==> src/rtl/muldiv_seq_if.sv <==
// Issue/result bundle between the execute stage, the HI/LO multiply/divide
// sequencer and the hazard unit.
interface muldiv_seq_if #(
  parameter int WIDTH = 32
);
  logic             op_valid;
  logic [1:0]       op_kind;
  logic             unsigned_instr;
  logic [WIDTH-1:0] op1;
  logic [WIDTH-1:0] op2;
  logic             flush;
  logic             hilo_dep_d;
  logic             busy;
  logic             stall_req;
  logic             done;
  logic             hilo_write;
  logic [WIDTH-1:0] hi_out;
  logic [WIDTH-1:0] lo_out;
  logic             div_by_zero;

  modport master (
    output op_valid, op_kind, unsigned_instr, op1, op2, flush, hilo_dep_d,
    input  busy, stall_req, done, hilo_write, hi_out, lo_out, div_by_zero
  );

  modport slave (
    input  op_valid, op_kind, unsigned_instr, op1, op2, flush, hilo_dep_d,
    output busy, stall_req, done, hilo_write, hi_out, lo_out, div_by_zero
  );
endinterface

==> src/rtl/muldiv_seq.sv <==
// HI/LO multiply/divide sequencer: fixed-latency multiply, radix-2 restoring
// divide, result presented on a one-cycle done/hilo_write pulse.
module muldiv_seq #(
  parameter int WIDTH    = 32,
  parameter int MULT_LAT = 2
) (
  input  logic        clk,
  input  logic        rst_n,
  muldiv_seq_if.slave bus
);
  localparam int CNT_MAX = (WIDTH > MULT_LAT) ? WIDTH : MULT_LAT;
  localparam int CNT_W   = $clog2(CNT_MAX + 1);

  typedef enum logic [2:0] {S_IDLE, S_MUL, S_DIV, S_FIX, S_DONE} state_e;

  state_e             state_q, state_d;
  logic [CNT_W-1:0]   cnt_q, cnt_d;
  logic [2*WIDTH-1:0] acc_q, acc_d;       // product, or {rem, quot} while dividing
  logic [WIDTH-1:0]   divisor_q, divisor_d;
  logic               qneg_q, qneg_d;
  logic               rneg_q, rneg_d;
  logic [WIDTH-1:0]   hi_q, hi_d;
  logic [WIDTH-1:0]   lo_q, lo_d;
  logic               dbz_q, dbz_d;

  logic               s1, s2;
  logic [WIDTH-1:0]   mag1, mag2;
  logic [2*WIDTH-1:0] op1_ext, op2_ext, product;
  logic [WIDTH:0]     rem_sh, trial;
  logic               is_mul, is_div, accept, done_w;

  assign is_mul = (bus.op_kind == 2'b01);
  assign is_div = (bus.op_kind == 2'b10);
  assign accept = bus.op_valid & ~bus.flush & (is_mul | is_div);

  assign s1   = ~bus.unsigned_instr & bus.op1[WIDTH-1];
  assign s2   = ~bus.unsigned_instr & bus.op2[WIDTH-1];
  assign mag1 = s1 ? -bus.op1 : bus.op1;
  assign mag2 = s2 ? -bus.op2 : bus.op2;

  // Extending each operand to 2W with its sign lets one plain 2W multiply
  // serve both MULT and MULTU; only the low 2W bits are kept.
  assign op1_ext = {{WIDTH{s1}}, bus.op1};
  assign op2_ext = {{WIDTH{s2}}, bus.op2};
  assign product = op1_ext * op2_ext;

  // The shifted remainder needs W+1 bits; bit W of the trial difference is the borrow.
  assign rem_sh = acc_q[2*WIDTH-1:WIDTH-1];
  assign trial  = rem_sh - {1'b0, divisor_q};

  always_comb begin
    // NOTE: every variable gets its hold value first so no path leaves it
    // unassigned, which would otherwise infer a latch.
    state_d   = state_q;
    cnt_d     = cnt_q;
    acc_d     = acc_q;
    divisor_d = divisor_q;
    qneg_d    = qneg_q;
    rneg_d    = rneg_q;
    hi_d      = hi_q;
    lo_d      = lo_q;
    dbz_d     = dbz_q;

    case (state_q)
      S_IDLE: begin
        if (accept) begin
          if (is_mul) begin
            acc_d   = product;
            cnt_d   = CNT_W'(MULT_LAT);
            state_d = S_MUL;
          end else if (bus.op2 == '0) begin
            hi_d    = bus.op1;
            lo_d    = '1;
            dbz_d   = 1'b1;
            state_d = S_DONE;
          end else begin
            acc_d     = {{WIDTH{1'b0}}, mag1};
            divisor_d = mag2;
            qneg_d    = s1 ^ s2;
            rneg_d    = s1;
            cnt_d     = CNT_W'(WIDTH);
            state_d   = S_DIV;
          end
        end
      end
      S_MUL: begin
        cnt_d = cnt_q - CNT_W'(1);
        if (cnt_q == CNT_W'(1)) begin
          hi_d    = acc_q[2*WIDTH-1:WIDTH];
          lo_d    = acc_q[WIDTH-1:0];
          dbz_d   = 1'b0;
          state_d = S_DONE;
        end
      end
      S_DIV: begin
        cnt_d = cnt_q - CNT_W'(1);
        if (!trial[WIDTH]) acc_d = {trial[WIDTH-1:0], acc_q[WIDTH-2:0], 1'b1};
        else               acc_d = {acc_q[2*WIDTH-2:0], 1'b0};
        if (cnt_q == CNT_W'(1)) state_d = S_FIX;
      end
      S_FIX: begin
        lo_d    = qneg_q ? -acc_q[WIDTH-1:0] : acc_q[WIDTH-1:0];
        hi_d    = rneg_q ? -acc_q[2*WIDTH-1:WIDTH] : acc_q[2*WIDTH-1:WIDTH];
        dbz_d   = 1'b0;
        state_d = S_DONE;
      end
      S_DONE:  state_d = S_IDLE;
      default: state_d = S_IDLE;
    endcase

    // An abort wins over everything, including a result about to be published.
    if (bus.flush) begin
      state_d = S_IDLE;
      cnt_d   = '0;
      hi_d    = hi_q;
      lo_d    = lo_q;
      dbz_d   = dbz_q;
    end
  end

  always_ff @(posedge clk or negedge rst_n) begin
    if (!rst_n) begin
      state_q   <= S_IDLE;
      cnt_q     <= '0;
      acc_q     <= '0;
      divisor_q <= '0;
      qneg_q    <= 1'b0;
      rneg_q    <= 1'b0;
      hi_q      <= '0;
      lo_q      <= '0;
      dbz_q     <= 1'b0;
    end else begin
      // NOTE: non-blocking assignments so every register samples pre-edge values.
      state_q   <= state_d;
      cnt_q     <= cnt_d;
      acc_q     <= acc_d;
      divisor_q <= divisor_d;
      qneg_q    <= qneg_d;
      rneg_q    <= rneg_d;
      hi_q      <= hi_d;
      lo_q      <= lo_d;
      dbz_q     <= dbz_d;
    end
  end

  assign done_w          = (state_q == S_DONE) & ~bus.flush;
  assign bus.done        = done_w;
  assign bus.hilo_write  = done_w;
  assign bus.busy        = (state_q != S_IDLE);
  assign bus.stall_req   = bus.hilo_dep_d & (state_q != S_IDLE);
  assign bus.hi_out      = hi_q;
  assign bus.lo_out      = lo_q;
  assign bus.div_by_zero = dbz_q;
endmodule
==> src/flat_wrapper.sv <==
// flat-port wrapper written by rule: the top's interface ports become plain ports
module muldiv_seq_flat 
#(
  parameter int WIDTH    = 32,
  parameter int MULT_LAT = 2
)
  (clk, rst_n, bus_op_valid, bus_op_kind, bus_unsigned_instr, bus_op1, bus_op2, bus_flush, bus_hilo_dep_d, bus_busy, bus_stall_req, bus_done, bus_hilo_write, bus_hi_out, bus_lo_out, bus_div_by_zero);
  muldiv_seq_if #(.WIDTH(WIDTH)) bus_i ();
  input  logic clk;
  input  logic rst_n;
  input wire logic [$bits(bus_i.op_valid)-1:0] bus_op_valid;
  input wire logic [$bits(bus_i.op_kind)-1:0] bus_op_kind;
  input wire logic [$bits(bus_i.unsigned_instr)-1:0] bus_unsigned_instr;
  input wire logic [$bits(bus_i.op1)-1:0] bus_op1;
  input wire logic [$bits(bus_i.op2)-1:0] bus_op2;
  input wire logic [$bits(bus_i.flush)-1:0] bus_flush;
  input wire logic [$bits(bus_i.hilo_dep_d)-1:0] bus_hilo_dep_d;
  output wire logic [$bits(bus_i.busy)-1:0] bus_busy;
  output wire logic [$bits(bus_i.stall_req)-1:0] bus_stall_req;
  output wire logic [$bits(bus_i.done)-1:0] bus_done;
  output wire logic [$bits(bus_i.hilo_write)-1:0] bus_hilo_write;
  output wire logic [$bits(bus_i.hi_out)-1:0] bus_hi_out;
  output wire logic [$bits(bus_i.lo_out)-1:0] bus_lo_out;
  output wire logic [$bits(bus_i.div_by_zero)-1:0] bus_div_by_zero;
  assign bus_i.op_valid = bus_op_valid;
  assign bus_i.op_kind = bus_op_kind;
  assign bus_i.unsigned_instr = bus_unsigned_instr;
  assign bus_i.op1 = bus_op1;
  assign bus_i.op2 = bus_op2;
  assign bus_i.flush = bus_flush;
  assign bus_i.hilo_dep_d = bus_hilo_dep_d;
  assign bus_busy = bus_i.busy;
  assign bus_stall_req = bus_i.stall_req;
  assign bus_done = bus_i.done;
  assign bus_hilo_write = bus_i.hilo_write;
  assign bus_hi_out = bus_i.hi_out;
  assign bus_lo_out = bus_i.lo_out;
  assign bus_div_by_zero = bus_i.div_by_zero;
  muldiv_seq #(.WIDTH(WIDTH), .MULT_LAT(MULT_LAT)) u_core (.clk(clk), .rst_n(rst_n), .bus(bus_i));
endmodule
==> config.mk <==
export PLATFORM = sky130hd
export DESIGN_NAME = muldiv_seq_flat
export DESIGN_NICKNAME = d
export VERILOG_FILES = /design/src/rtl/muldiv_seq_if.sv /design/src/rtl/muldiv_seq.sv /design/src/flat_wrapper.sv
export SDC_FILE = /design/constraint.sdc
export NUM_CORES = 2
export LEC_CHECK = 0
export CELL_PAD_IN_SITES_DETAIL_PLACEMENT = 1
export CELL_PAD_IN_SITES_GLOBAL_PLACEMENT = 2
export CORE_MARGIN = 3
export CORE_UTILIZATION = 46
export CTS_BUF_LIST = sky130_fd_sc_hd__clkbuf_16
export DETAILED_ROUTE_END_ITERATION = 10
export DONT_BUFFER_PORTS = 1
export PLACE_DENSITY = 0.93
export RECOVER_POWER = 25
export SETUP_SLACK_MARGIN = 0.5
export SYNTH_ARGS = -nofsm -noshare
export SYNTH_HDL_FRONTEND = slang
export SYNTH_SLANG_ARGS = --single-unit
==> constraint.sdc <==
create_clock -name clk -period 5 [get_ports clk]
set_input_delay 1 -clock clk [delete_from_list [all_inputs] [get_ports clk]]
set_output_delay 1 -clock clk [all_outputs]
set_load 0.1 [all_outputs]
==> run_results.csv <==
group,metric,value,unit
run_status,outcome,"complete, but fails checks",
run_status,violations,"setup timing",
grt,gr-total-overflow,0,
detailed_routing,drt_iter0_markers,2976,
grt,grt_start_max_net_pins,173,
clocking,insertion_delay,0.47,ns
logic_synthesis,synth_area_leaders,"fa_1 45%, inv_1 8.9%, dfrtp_1 8.6%",
logic_synthesis,syn_area,0.0502,mm²
logic_synthesis,yosysUniqueCellTypes,74,
logic_synthesis,synth_top_area_share,44.9,%
die,core_area,0.108,mm²
detailed_routing,wirelength,188000,µm
placed_design,pre_cts_slack,-3.37,ns
setup_path,end_kind,"flip-flop",
logic_synthesis,synth_seq_area_share,8.57,%
die,fp.dieW,336,µm
layout,drive_gt1_share,14.9,%
logic_synthesis,synth_async_sr_flop_share,100,%
clocking,root_buffer,"clkbuf_16",
clocking,clk_pin_slew,0.08,ns
logic_synthesis,synth_top_area_cell,"fa_1",
placed_design,hpwl,133000,µm
setup_path,critical_path.most_common_cell,"fa_1",
logic_synthesis,yosys.area_share.simple,16.0,%
grt,track_usage,32.6,%
placed_design,place.port_buffers,0,
sta,setup_viol,55,
detailed_routing,detail-route-antenna-nets,0,
placed_design,post_dp_cell_area,0.0542,mm²
layout,fin_area,0.0569,mm²
logic_synthesis,syn-num-nets,7245,
sta,final-hold-violation-count,0,
logic_synthesis,synth_compound_area_share,8.31,%
worst_hold_path,hp-class,"in2async",
die,initial_core_util,46.7,%
sta,rsz0062_at_grt,"true",
die,fp.dieArea,0.113,mm²
sta,period_share,159,%
logic_synthesis,synth_top_family_by_area,"adder cells",
grt,antenna_found_initial,13,
detailed_routing,first_pass_iters,7,
layout,final_util,52.8,%
clocking,holdBufCountCts,0,
placed_design,place_congestion,0.906,
layout,n_fill_cell,12406,
setup_path,cp-start-kind,"input port",
layout,nNetsFinal,7284,
detailed_routing,dr_total_vias,42151,
layout,area_delta_synth_final,13.2,%
clocking,cts_tree,"yes",
logic_synthesis,avgSynthCellArea,8.67,µm²
die,dieHeight,336,µm
sta,relSlewSlack,23.0,%
placed_design,dp_cells,7165,
setup_path,path_max_fanout,37,
logic_synthesis,ys_ff_latch,172,
logic_synthesis,synth_xor_area_share,3.73,%
grt,grt_pass1_vias,48243,
setup_path,critPathKind,"in2reg",
sta,fin_skew,0.0169,ns
layout,regArea,0.00430,mm²
grt,grt_pass1_wl,281000,µm
detailed_routing,drc,0,
logic_synthesis,synthAdderAreaFrac,51.1,%
sta,final.setup.worst_slack,-2.96,ns
setup_path,critPathRequiredTime,5.33,ns
setup_path,cp.arrival,8.29,ns
job,max_cap_viol_count,0,
clocking,clock_path_buffers,2,
setup_path,max_stage_delay,0.64,ns
sta,fmax,126,MHz
clocking,clock_sinks,172,
logic_synthesis,netlist_instances,5796,
die,row_count,120,
logic_synthesis,synth_edf_count,0,
logic_synthesis,synthMuxAreaShare,0.578,%
detailed_routing,via_per_inst,5.81,
sta,report.final.slew_viol_count,0,
layout,multi_input_area,0.0426,mm²
detailed_routing,wl_per_cell,25.9,µm
setup_path,cp_slowest_cell,"fa_2",
clocking,htree_levels,4,
clocking,cts_buffers,17,
sta,finalCriticalPeriod,7.96,ns
die,io_pins,141,
logic_synthesis,ys_warn_count,0,
layout,final_cells,7252,
logic_synthesis,synth_top_flop_cell,"dfrtp_1",
sta,worst_pin_slew,1.15,ns
[layer usage]
layer	wire, µm	track usage (%)	vias up
li1	-	-	17464
met1	69700	39.9	22166
met2	93300	56.5	1879
met3	12600	4.75	640
met4	12000	16.0	2
met5	24	0	-
[layout by cell type (no fill, tap or decap), types with 31 or more instances in the layout]
| cell type | n |
|---|---|
| ha_1 | 184 |
| a21o_1 | 32 |
| buf_4 | 337 |
| o21ai_1 | 51 |
| ha_4 | 62 |
| dfrtp_1 | 172 |
| nor3_1 | 31 |
| fa_2 | 44 |
| xnor2_1 | 113 |
| nand2_1 | 894 |
| o21ai_0 | 164 |
| a21oi_1 | 166 |
| nor2_1 | 229 |
| and2_4 | 37 |
| and2_1 | 330 |
| fa_1 | 1082 |
| inv_1 | 1138 |
| a21oi_2 | 40 |
| xor2_1 | 80 |
| buf_6 | 40 |
| inv_2 | 43 |
[cell usage after synthesis (all sizes together), types with 19 or more instances]
library cell  count
a31oi            24
fa             1126
nand4            25
clkbuf          295
xnor2           130
o21ai           239
o21a             19
a21oi           219
nand2           919
nand3            21
ha              251
a21o             32
and2            368
nor2            243
nand2b           27
buf              74
nor4             27
inv            1188
o211ai           20
xor2             84
mux2i            23
a211oi           26
nor3             44
dfrtp           172
[logic make-up (layout without fill, tap and decap cells)]
| group | Yosys count | count (layout) |
|---|---|---|
| AO/OA/AOI/OAI | 699 | 699 |
| XOR/XNOR | 214 | 214 |
| adder cells (fa/ha/maj) | 1377 | 1377 |
| buffers and inverters | 1557 | 1609 |
| flip-flops | 172 | 172 |
| multiplexers | 28 | 28 |
| other | 0 | 1 |
| AND/OR/NAND/NOR | 1749 | 1749 |
[path summary, 6_finish.rpt]
check                                        startpoint  cells after the start                                 to  slack, ns
min                                               rst_n                      0  u_core.bus.lo_out[19]$_DFFE_PN0P_       0.23
min in group clk            u_core.cnt_q[5]$_DFFE_PN0P_                      2        u_core.cnt_q[5]$_DFFE_PN0P_       0.52
min reg2reg                 u_core.cnt_q[5]$_DFFE_PN0P_                      2        u_core.cnt_q[5]$_DFFE_PN0P_       0.52
max in group asynchronous                         rst_n                      0       u_core.acc_q[48]$_DFFE_PN0P_       4.40
max                                         bus_op1[31]                     28       u_core.acc_q[61]$_DFFE_PN0P_      -2.96
max reg2reg                u_core.acc_q[31]$_DFFE_PN0P_                     15       u_core.acc_q[35]$_DFFE_PN0P_       1.00
[stage by stage]
step / hold slack [ns] / TNS [ns]
finish: 0.225 / -125.27
global route: 0.206 / -132.72
CTS: 0.214 / -114.40
detailed placement: 0.498 / -149.04
global placement: 0.486 / -142.69
floorplan: 0.471 / -130.17
[critical path: cells and delay by family]
| kind | cells | cell delay [ns] |
|---|---|---|
| adders and majority gates | 9 | 4.40 |
| and+or+nand+nor | 6 | 1.20 |
| AOI/OAI and AO/OA | 5 | 0.79 |
| buffers and inverters | 8 | 0.87 |
[layout make-up]
cell class | count | area share, %
Sequential cell | 172 | 7.57
Antenna cell | 1 | 0.00440
Clock buffer | 17 | 0.748
Timing Repair Buffer | 389 | 5.67
Tap cell | 1403 | 3.09
Multi-Input combinational cell | 4067 | 74.8
Inverter | 1188 | 7.88
Clock inverter | 15 | 0.198
[timing repair]
item                       in CTS  in global routing
pin swaps                     122                132
gates resized for setup       181                183
setup endpoints to repair      56                 60
buffers inserted               19                 35
[state kept, by name (all words and copies together), names as in the netlist]
register,flops
u_core.rneg_q,1
u_core.qneg_q,1
u_core.bus.hi_out,32
u_core.bus.div_by_zero,1
u_core.bus.lo_out,32
u_core.acc_q,64
u_core.divisor_q,32
u_core.state_q,3
u_core.cnt_q,6
Power is left out: the tool's default activity adds up to more than one toggle a clock period on the data nets, which glitch-free logic cannot reach.
